### src/rtl/sequence_generator_fsm.sv
// Serial pattern transmitter: shifts a captured parallel pattern out MSB-first on w,
// optionally repeating it after a programmable idle gap, with board-level status on HEX0/LEDR.
module sequence_generator_fsm #(
   parameter int PATTERN_LEN = 4,
   parameter int GAP_CYCLES  = 1
) (
   input  logic                   clock,
   input  logic                   reset,
   input  logic                   start,
   input  logic [PATTERN_LEN-1:0] pattern,
   input  logic                   repeat_en,
   output logic                   w,
   output logic                   valid,
   output logic                   busy,
   output logic                   done,
   output logic [3:0]             currstate,
   output logic [6:0]             HEX0,
   output logic [9:0]             LEDR
);

   typedef enum logic [3:0] {
      ST_IDLE = 4'd0,
      ST_SEND = 4'd1,
      ST_GAP  = 4'd2,
      ST_DONE = 4'd3
   } state_t;

   localparam logic [3:0] BIT_LOAD = 4'(PATTERN_LEN - 1);
   localparam logic [3:0] GAP_LOAD = 4'(GAP_CYCLES - 1);

   // Active-low seven-segment decode, segment order {g,f,e,d,c,b,a}.
   function automatic logic [6:0] hex_to_seg(input logic [3:0] value);
      logic [6:0] seg;
      case (value)
         4'h0:    seg = 7'b1000000;
         4'h1:    seg = 7'b1111001;
         4'h2:    seg = 7'b0100100;
         4'h3:    seg = 7'b0110000;
         4'h4:    seg = 7'b0011001;
         4'h5:    seg = 7'b0010010;
         4'h6:    seg = 7'b0000010;
         4'h7:    seg = 7'b1111000;
         4'h8:    seg = 7'b0000000;
         4'h9:    seg = 7'b0010000;
         4'hA:    seg = 7'b0001000;
         4'hB:    seg = 7'b0000011;
         4'hC:    seg = 7'b1000110;
         4'hD:    seg = 7'b0100001;
         4'hE:    seg = 7'b0000110;
         4'hF:    seg = 7'b0001110;
         default: seg = 7'b1111111;
      endcase
      return seg;
   endfunction

   state_t                 state_r, state_s;
   logic [PATTERN_LEN-1:0] shift_r, shift_s;
   logic [PATTERN_LEN-1:0] hold_r, hold_s;
   logic [3:0]             bit_cnt_r, bit_cnt_s;
   logic [3:0]             gap_cnt_r, gap_cnt_s;
   logic                   w_r, w_s;
   logic                   valid_r, valid_s;
   logic                   busy_r, busy_s;
   logic                   done_r, done_s;
   logic [6:0]             hex_r;

   // Next-state, datapath and next-output decode.
   always_comb begin
      state_s   = state_r;
      shift_s   = shift_r;
      hold_s    = hold_r;
      bit_cnt_s = bit_cnt_r;
      gap_cnt_s = gap_cnt_r;

      case (state_r)
         ST_IDLE: begin
            if (start) begin
               hold_s    = pattern;
               shift_s   = pattern;
               bit_cnt_s = BIT_LOAD;
               state_s   = ST_SEND;
            end else begin
               state_s   = ST_IDLE;
            end
         end
         ST_SEND: begin
            shift_s = shift_r << 1'b1;
            if (bit_cnt_r == 4'd0) begin
               // Last bit is on the wire: repeat_en decides what follows it.
               if (repeat_en && (GAP_CYCLES > 0)) begin
                  gap_cnt_s = GAP_LOAD;
                  state_s   = ST_GAP;
               end else if (repeat_en) begin
                  shift_s   = hold_r;
                  bit_cnt_s = BIT_LOAD;
                  state_s   = ST_SEND;
               end else begin
                  state_s   = ST_DONE;
               end
            end else begin
               bit_cnt_s = bit_cnt_r - 4'd1;
            end
         end
         ST_GAP: begin
            if (gap_cnt_r == 4'd0) begin
               shift_s   = hold_r;
               bit_cnt_s = BIT_LOAD;
               state_s   = ST_SEND;
            end else begin
               gap_cnt_s = gap_cnt_r - 4'd1;
            end
         end
         ST_DONE: begin
            state_s = ST_IDLE;
         end
         default: begin
            state_s = ST_IDLE;
         end
      endcase

      // Outputs are decoded from the next state so they land in flops aligned with it.
      if (state_s == ST_SEND) begin
         w_s     = shift_s[PATTERN_LEN-1];
         valid_s = 1'b1;
      end else begin
         w_s     = 1'b0;
         valid_s = 1'b0;
      end
      busy_s = (state_s != ST_IDLE);
      done_s = (state_s == ST_DONE);
   end

   // State, datapath and output registers with synchronous reset.
   always_ff @(posedge clock) begin
      if (reset) begin
         state_r   <= ST_IDLE;
         shift_r   <= {PATTERN_LEN{1'b0}};
         hold_r    <= {PATTERN_LEN{1'b0}};
         bit_cnt_r <= 4'd0;
         gap_cnt_r <= 4'd0;
         w_r       <= 1'b0;
         valid_r   <= 1'b0;
         busy_r    <= 1'b0;
         done_r    <= 1'b0;
         hex_r     <= hex_to_seg(4'd0);
      end else begin
         state_r   <= state_s;
         shift_r   <= shift_s;
         hold_r    <= hold_s;
         bit_cnt_r <= bit_cnt_s;
         gap_cnt_r <= gap_cnt_s;
         w_r       <= w_s;
         valid_r   <= valid_s;
         busy_r    <= busy_s;
         done_r    <= done_s;
         hex_r     <= hex_to_seg(state_s);
      end
   end

   assign w         = w_r;
   assign valid     = valid_r;
   assign busy      = busy_r;
   assign done      = done_r;
   assign currstate = state_r;
   assign HEX0      = hex_r;
   assign LEDR      = {6'b000000, done_r, busy_r, valid_r, w_r};

endmodule

### config.mk
export PLATFORM = sky130hd
export DESIGN_NAME = sequence_generator_fsm
export DESIGN_NICKNAME = d
export VERILOG_FILES = /design/src/rtl/sequence_generator_fsm.sv
export SDC_FILE = /design/constraint.sdc
export NUM_CORES = 1
export LEC_CHECK = 0
export ABC_CLOCK_PERIOD_IN_PS = 2700
export CAP_MARGIN = 20
export CORE_ASPECT_RATIO = 0.8
export CORE_MARGIN = 5
export CORE_UTILIZATION = 48
export CTS_CLUSTER_SIZE = 16
export DETAILED_ROUTE_END_ITERATION = 8
export PLACE_DENSITY_LB_ADDON = 0.12
export SLEW_MARGIN = 25
export SYNTH_ARGS = -nofsm -noshare
export SYNTH_HDL_FRONTEND = slang
export SYNTH_SLANG_ARGS = --single-unit
export TNS_END_PERCENT = 5
### constraint.sdc
create_clock -name clock -period 2.7 [get_ports clock]
set_clock_uncertainty 0.1 [all_clocks]
set_input_delay 0.27 -clock clock [delete_from_list [all_inputs] [get_ports clock]]
set_output_delay 0.27 -clock clock [all_outputs]
set_load 0.02 [all_outputs]
==> results of run 1 <==
-- synth_stat cells (all sizes together) (2+ instances only) --
master,instances
dfxtp,31
nand2,13
nor2,13
a21oi,12
buf,10
inv,8
ha,6
nor2b,6
o21ai,4
a31oi,3
and2,3
o31ai,3
a22oi,2
clkbuf,2
nand3,2
nand4b,2
nor3,2
nor3b,2
nor4,2
nor4b,2
o22ai,2
or2,2
or3b,2
or4b,2
-- power groups by stage --
| stage | Clock, mW | Combinational (mW) | Sequential, mW |
|---|---|---|---|
| detailed placement | 0 | 0.0887 | 0.490 |
| finish | 0.298 | 0.0881 | 0.479 |
| floorplan | 0 | 0.0489 | 0.496 |
| CTS | 0.308 | 0.0888 | 0.479 |
| global route | 0.330 | 0.0962 | 0.481 |
| global placement | 0 | 0.0866 | 0.489 |
-- registers in the layout, summed over array words and instances, names as in the netlist --
register / cells
bit_cnt_r: 4
hold_r: 4
busy: 1
currstate: 4
HEX0: 7
w: 1
valid: 1
shift_r: 4
gap_cnt_r: 4
done: 1
-- kinds of logic (layout without fill, tap and decap cells) --
kind of cell	count (synthesis)	after routing	synth area share, %
compound gates	31	31	14.3
fa+ha+maj	6	6	5.65
buf+inv	20	47	8.47
flops	31	31	46.7
mux	1	1	0.753
other cells	1	9	0.282
simple gates	55	55	23.8
-- cell usage in the layout (no fill, tap or decap), drive strengths merged, types with 2 or more instances in the layout --
| cell type | count |
|---|---|
| clkbuf | 8 |
| nor4b | 2 |
| nor2 | 13 |
| nor3 | 2 |
| o22ai | 2 |
| clkdlybuf4s50 | 26 |
| buf | 5 |
| nor4 | 2 |
| nor3b | 2 |
| nand4b | 2 |
| nor2b | 6 |
| o21ai | 4 |
| o31ai | 3 |
| or3b | 2 |
| a21oi | 12 |
| or4b | 2 |
| a31oi | 3 |
| inv | 8 |
| conb | 9 |
| a22oi | 2 |
| dfxtp | 31 |
| nand2 | 13 |
| or2 | 2 |
| ha | 6 |
| and2 | 3 |
| nand3 | 2 |
-- worst min-delay path by stage --
stage / from / end / cells after the start
after floorplan: reset / valid$_SDFF_PP0_ / 1
after global placement: hold_r[0]$_SDFFE_PP0N_ / hold_r[0]$_SDFFE_PP0N_ / 2
after detailed placement: hold_r[2]$_SDFFE_PP0N_ / hold_r[2]$_SDFFE_PP0N_ / 2
after CTS: hold_r[2]$_SDFFE_PP0N_ / hold_r[2]$_SDFFE_PP0N_ / 2
after global routing: hold_r[2]$_SDFFE_PP0N_ / hold_r[2]$_SDFFE_PP0N_ / 2
final: hold_r[0]$_SDFFE_PP0N_ / hold_r[0]$_SDFFE_PP0N_ / 2
-- worst reg2reg max path: stages (launching register included) --
cell     delay (ps)
dfxtp_1         360
inv_1            70
ha_1            180
or3b_2          500
and2_1          210
a21oi_1         330
ha_1            240
nor2b_1         160
and2_1          130
-- layer usage --
layer / vias up / GRT usage [%] / wire [um]
met5: - / 0 / 0
met4: 0 / 7.50 / 41
met3: 5 / 5.51 / 187
met2: 41 / 25.7 / 1400
met1: 527 / 18.6 / 1230
li1: 555 / - / -
-- cell type report --
cell class	count	share of cell area, %
Multi-Input combinational cell	102	37.0
Tap cell	38	2.81
Timing Repair Buffer	31	17.6
Inverter	8	1.78
Sequential cell	31	36.7
Clock buffer	8	4.07
-- per-stage QoR --
stage / utilization (%) / std cells / power, mW / area, um2
final: 62.6 / 218 / 0.866 / 1690
after detailed placement: 60.0 / 210 / 0.578 / 1620
after global routing: 62.6 / 218 / 0.908 / 1690
after CTS: 62.6 / 218 / 0.876 / 1690
after global placement: 60.0 / 210 / 0.575 / 1620
after floorplan: - / 153 / 0.545 / 1360
==> results.tsv, run 1 <==
metric	value	unit
rows	17	
power_switching	0.203	mW
ant_nets	0	
ir_worst_vdd	0.289	mV
critPathLaunchType	register	
syn_avg_cell_area	9.16	um2
post_cts.repair.setup_buffers	0	
comb_power_share	10.2	%
slowest_delay	500	ps
track_usage	15.9	%
dp_hpwl	2210	um
internal_power	0.663	mW
status	completed	
grt_pass1_wl	4610	um
synthDominantCellAreaShare	46.7	%
post-route-period-util	86.8	%
cts_tree	yes	
timing.rr.start	gap_cnt_r[0]$_SDFFE_PP0P_	
syn-cell-area	1330	um2
finalHoldViolCount	0	
detail_route.drc_violations	0	
rrSetupSlack	360	ps
cp.depth	8	
fin_ws	356	ps
fill_cells	248	
dominantRegCellSynth	dfxtp_1	
grt_overflow_total	0	
r2r-end	w$_SDFF_PP0_	
drv_slew	0	
vias	1128	
hold_class	reg -> reg	
ys_seq_elements	31	
num_io_pins	33	
cp.required	2860	ps
ctsHoldBuffers	0	
p_per_area	512	nW/um2
htree_levels	2	
seq_area	621	um2
die_area	3930	um2
fp.coreArea	2700	um2
finalSetupTns	0	ps
dp_slack	405	ps
clkPwrFrac	34.5	%
path_cells	inv_1 -> ha_1 -> or3b_2 -> and2_1 -> a21oi_1 -> ha_1 -> nor2b_1 -> and2_1	
place.gp.congestion	0.805	
setup_viol	0	
syn_inst	145	
end_kind	register	
wl_per_cell	13.1	um
synth_edf_count	0	
yosys-top-cells-area	dfxtp_1 (47%), buf_4 (5.6%), ha_1 (5.6%)	
cts_buffer_depth	2	
clk_pin_slew	100	ps
hold_ws	370	ps
clock-sinks	31	
ctsResizeCount	0	
io_buffers	26	
drt_wl_total	2850	um
swShare	23.4	%
async_flop_share	0	%
yosys_warnings	0	
worst-path-buf-inv	1	
drv_cap	0	
p_leak	0.647	nW
multiInputGateArea	626	um2
rsz0062_at_grt	no	
p_seq_share	55.4	%
ys_seq_area_share	46.7	%
via_per_inst	5.17	
crit_path_top_delay_cell	or3b_2	
synth.distinct_cells	34	
crit_fanout	5	
die_h	57.1	um
clk_latency	330	ps
fmax	427	MHz
final_nets	193	
crit_family	simple AND/OR/NAND/NOR gates	
syn_to_final_growth	27.2	%
cp-endpoint	w$_SDFF_PP0_	
die-width	68.8	um
cts_made_buffers	5	
antenna_found_initial	0	
grt_pass1_vias	1033	
drt-pass1-iter-count	7	
start_util	49.2	%
drive_gt1_share	10.6	%
min_period	2340	ps
synth_top_cell_by_area	dfxtp_1	
critPathLaunch	gap_cnt_r[0]$_SDFFE_PP0P_	
worstPathArrival	2510	ps
grt_start_max_net_pins	14	
worstSetupPathType	reg -> reg	
r2r_cells	8	
drt_iter0_markers	36	
n_antenna_cell	0	
ctsRootBufferMaster	clkbuf_4	
Note: power is estimated with default switching activity, not from simulation.
==> run 2, diff against run 1 <==
--- a/config.mk
+++ b/config.mk
@@ -13,6 +13,7 @@
 export CTS_CLUSTER_SIZE = 16
 export DETAILED_ROUTE_END_ITERATION = 8
 export PLACE_DENSITY_LB_ADDON = 0.12
+export RECOVER_POWER = 100
 export SLEW_MARGIN = 25
 export SYNTH_ARGS = -nofsm -noshare
 export SYNTH_HDL_FRONTEND = slang
==> results.tsv, run 2 (synthesis results as in run 1) <==
metric	value	unit	change
status	completed		
clk_pin_slew	100	ps	about the same
final_nets	193		unchanged
drive_gt1_share	9.44	%	-1.1 points
wl_per_cell	13.0	um	-0.67%
worstPathArrival	2550	ps	+40 ps
largest_register_ffs	7		unchanged
dp_hpwl	2210	um	unchanged
gr-usage-met2	25.7	%	unchanged
drt_iter0_markers	35		-2.8%
clk_latency	330	ps	about the same
clock-sinks	31		unchanged
dp_cells	210		unchanged
die_area	3930	um2	unchanged
critPathLaunchType	register		
cp.required	2860	ps	about the same
end_kind	register		
grt-busiest-layer	met2		
drv_cap	0		unchanged
grt_pass1_wl	4610	um	unchanged
min_period	2380	ps	+37.6 ps
start_util	49.2	%	unchanged
final_cell_mix	dfxtp_1 (31), dlygate4sd3_1 (20), nor2_1 (13), nand2_1 (13), a21oi_1 (12)		
layout_commonest_cell	dfxtp_1		
ir_worst_vdd	0.291	mV	+0.68%
drt_wl_total	2830	um	-0.67%
crit_fanout	5		unchanged
n_antenna_cell	0		unchanged
finalHoldViolCount	0		unchanged
finalSetupTns	0	ps	unchanged
fp.coreArea	2700	um2	unchanged
htree_levels	2		unchanged
ctsHoldBuffers	0		unchanged
place.gp.congestion	0.805		unchanged
worstSetupPathType	reg -> reg		
via_per_inst	5.18		+0.18%
grt_start_max_net_pins	14		unchanged
die-width	68.8	um	unchanged
drv_slew	0		unchanged
ant_nets	0		unchanged
use_met3	5.51	%	unchanged
detail_route.drc_violations	0		unchanged
syn_to_final_growth	26.6	%	
vias	1130		+0.18%
ctsResizeCount	0		unchanged
die_h	57.1	um	unchanged
cts_tree	yes		
post-route-period-util	88.2	%	+1.4 points
grt_overflow_total	0		unchanged
p_leak	0.684	nW	+5.8%
grt_pass1_vias	1033		unchanged
rows	17		unchanged
drt-pass1-iter-count	6		-1
io_buffers	26		unchanged
cts_buffer_depth	2		unchanged
antenna_found_initial	0		unchanged
grt_util_met1	18.6	%	unchanged
fmax	420	MHz	-1.6%
p_per_area	512	nW/um2	about the same
instances_no_fill	218		unchanged
hold_class	reg -> reg		
cts_made_buffers	5		unchanged
track_usage	15.9	%	unchanged
num_io_pins	33		unchanged
rsz0062_at_grt	no		
rrSetupSlack	320	ps	-40 ps
ctsRootBufferMaster	clkbuf_4		
setup_viol	0		unchanged
post_cts.repair.setup_buffers	0		unchanged
-- run 2: final cells by class --
class	count	area [um2]
Multi-Input combinational cell	102	626
Tap cell	38	47.5
Fill cell	251	1020
Sequential cell	31	621
Timing Repair Buffer	31	290
Clock buffer	8	68.8
Inverter	8	30.0
-- run 2: final timing paths --
path / start / end / depth (start not counted)
setup / recovery: gap_cnt_r[0]$_SDFFE_PP0P_ / w$_SDFF_PP0_ / 8
hold / removal: hold_r[0]$_SDFFE_PP0N_ / hold_r[0]$_SDFFE_PP0N_ / 2
setup reg to reg: gap_cnt_r[0]$_SDFFE_PP0P_ / w$_SDFF_PP0_ / 8
hold reg to reg: hold_r[0]$_SDFFE_PP0N_ / hold_r[0]$_SDFFE_PP0N_ / 2
-- run 2: metrics by stage --
step	setup slack (ps)	hold slack, ps	power [mW]	util (%)	instance area [um2]
6_report	319	370	0.862	62.3	1680
5_1_grt	144	391	0.903	62.3	1680
4_1_cts	353	374	0.876	62.6	1690
3_5_place_dp	405	359	0.578	60.0	1620
3_3_place_gp	447	342	0.575	60.0	1620
2_1_floorplan	576	242	0.545	-	1360
-- run 2: worst max-delay path, cell delays in order (launching register included) --
cell and delay (ps):
dfxtp_1 360, inv_1 70, ha_1 190, or3b_2 500
and2_0 220, a21oi_1 340, ha_1 240, nor2b_1 170
and2_0 130
-- run 2: routing by layer --
layer / vias to the layer above / share of wire, %
li1: 557 / -
met1: 529 / 43
met2: 37 / 49
met3: 7 / 5.7
met4: 0 / 1.9
met5: - / 0
-- run 2: power by group --
part	switching [mW]	total (mW)	internal, mW
combinational	0.0483	0.0841	0.0358
sequential	0.00890	0.479	0.470
clock	0.146	0.299	0.153
==> run 3, diff against run 2 <==
--- a/config.mk
+++ b/config.mk
@@ -9,7 +9,8 @@
 export CAP_MARGIN = 20
 export CORE_ASPECT_RATIO = 0.8
 export CORE_MARGIN = 5
-export CORE_UTILIZATION = 48
+export CORE_UTILIZATION = 40
+export CTS_CLUSTER_DIAMETER = 40
 export CTS_CLUSTER_SIZE = 16
 export DETAILED_ROUTE_END_ITERATION = 8
 export PLACE_DENSITY_LB_ADDON = 0.12
==> results.tsv, run 3 (synthesis results as in run 1) <==
metric	value	unit	change
drt-pass1-iter-count	4		-2
grt_pass1_vias	1129		+9.3%
start_util	42.4	%	-6.7 points
finalSetupTns	0	ps	unchanged
dp_cells	212		+0.95%
ctsResizeCount	0		unchanged
crit_fanout	6		+1
post_cts.repair.setup_buffers	0		unchanged
ant_nets	0		unchanged
tightest_slew	505	ps	
place_area	1620	um2	+0.15%
setup_viol	0		unchanged
min_period	2390	ps	+7.54 ps
grt_pass1_wl	4900	um	+6.3%
grt_overflow_total	0		unchanged
rrSetupSlack	310	ps	about the same
rows	18		+1
die_area	4580	um2	+17%
cts_buffer_depth	2		unchanged
wl_per_cell	13.0	um	+0.14%
drt_iter0_markers	69		+97%
ctsRootBufferMaster	clkbuf_8		
num_io_pins	33		unchanged
worstPathArrival	2470	ps	-80 ps
postLayoutCellArea	1730	um2	+3.0%
detail_route.drc_violations	0		unchanged
htree_levels	2		unchanged
cts_tree	yes		
syn_to_final_growth	30.5	%	
die_h	61.6	um	+7.9%
dp_hpwl	2190	um	-1.0%
p_leak	0.708	nW	+3.5%
grt_start_max_net_pins	15		+1
post-route-period-util	88.5	%	+0.28 points
clk_latency	280	ps	-50 ps
fp.coreArea	3130	um2	+16%
drv_cap	0		unchanged
n_antenna_cell	0		unchanged
layout_commonest_cell	dfxtp_1		
hold_ws	367	ps	-2.45 ps
hold_class	reg -> reg		
status	completed		
largest_register_ffs	7		unchanged
critPathLaunchType	register		
finalHoldViolCount	0		unchanged
die-width	74.4	um	+8.2%
track_usage	14.3	%	-1.6 points
clock-sinks	31		unchanged
fmax	419	MHz	-0.32%
drt_wl_total	2860	um	+1.1%
drive_gt1_share	10.0	%	+0.56 points
antenna_found_initial	0		unchanged
cts_made_buffers	5		unchanged
relSlewSlack	66.3	%	
via_per_inst	4.98		-4.0%
clk_pin_slew	60	ps	-40 ps
instances_no_fill	220		+0.92%
ir_worst_vdd	0.465	mV	+60%
vias	1095		-3.1%
worstSetupPathType	reg -> reg		
rsz0062_at_grt	no		
drv_slew	0		unchanged
p_per_area	590	nW/um2	+15%
fin_total_pwr	1.02	mW	+19%
place.gp.congestion	0.779		-3.2%
ctsHoldBuffers	0		unchanged
cp.required	2780	ps	-80 ps
final_nets	193		unchanged
io_buffers	26		unchanged
final_cell_mix	dfxtp_1 (31), dlygate4sd3_1 (20), nor2_1 (13), nand2_1 (13), a21oi_1 (12)		
end_kind	register		
[run 3: cell types whose count changed in the layout (fill, tap and decap cells not counted)]
cell,change
clkbuf_1,-1
clkbuf_8,+4
bufinv_16,+1
clkbuf_4,-5
clkinv_2,+1
[run 3: worst paths after layout]
check | from | endpoint | depth (start not counted)
worst max-delay path | bit_cnt_r[0]$_SDFFE_PP0P_ | w$_SDFF_PP0_ | 9
worst min-delay path | hold_r[0]$_SDFFE_PP0N_ | hold_r[0]$_SDFFE_PP0N_ | 2
worst max register to register | bit_cnt_r[0]$_SDFFE_PP0P_ | w$_SDFF_PP0_ | 9
worst min register to register | hold_r[0]$_SDFFE_PP0N_ | hold_r[0]$_SDFFE_PP0N_ | 2
[run 3: worst max-delay path: stages, from the launching register on]
cell	delay [ps]
dfxtp_1	330
inv_1	60
ha_1	170
nor3b_1	400
a21oi_1	250
nor2_1	350
inv_1	120
ha_1	230
nor2b_1	140
and2_0	140
[run 3: layout make-up]
cell class / count / area (um2)
Inverter: 8 / 30.0
Sequential cell: 31 / 621
Fill cell: 294 / 1400
Clock buffer: 6 / 82.6
Clock inverter: 2 / 35.0
Tap cell: 40 / 50.0
Timing Repair Buffer: 31 / 290
Multi-Input combinational cell: 102 / 626
[run 3: metrics by stage]
step | util, % | setup slack (ps)
2_1_floorplan | - | 576
3_3_place_gp | 51.9 | 454
3_5_place_dp | 51.9 | 316
4_1_cts | 55.6 | 309
5_1_grt | 55.4 | 34.5
6_report | 55.4 | 311
[run 3: per-layer routing]
metal | track usage (%) | up-vias | routed length (um)
li1 | - | 558 | -
met1 | 18.2 | 503 | 1380
met2 | 21.2 | 32 | 1240
met3 | 5.38 | 2 | 227
met4 | 7.61 | 0 | 15
met5 | 0 | - | 0
[run 3: power by group]
group / leakage [nW] / internal, mW / switching [mW]
Sequential: 0.252 / 0.470 / 0.00926
Clock: 0.0612 / 0.298 / 0.164
Combinational: 0.394 / 0.0338 / 0.0479
Total: 0.708 / 0.802 / 0.222
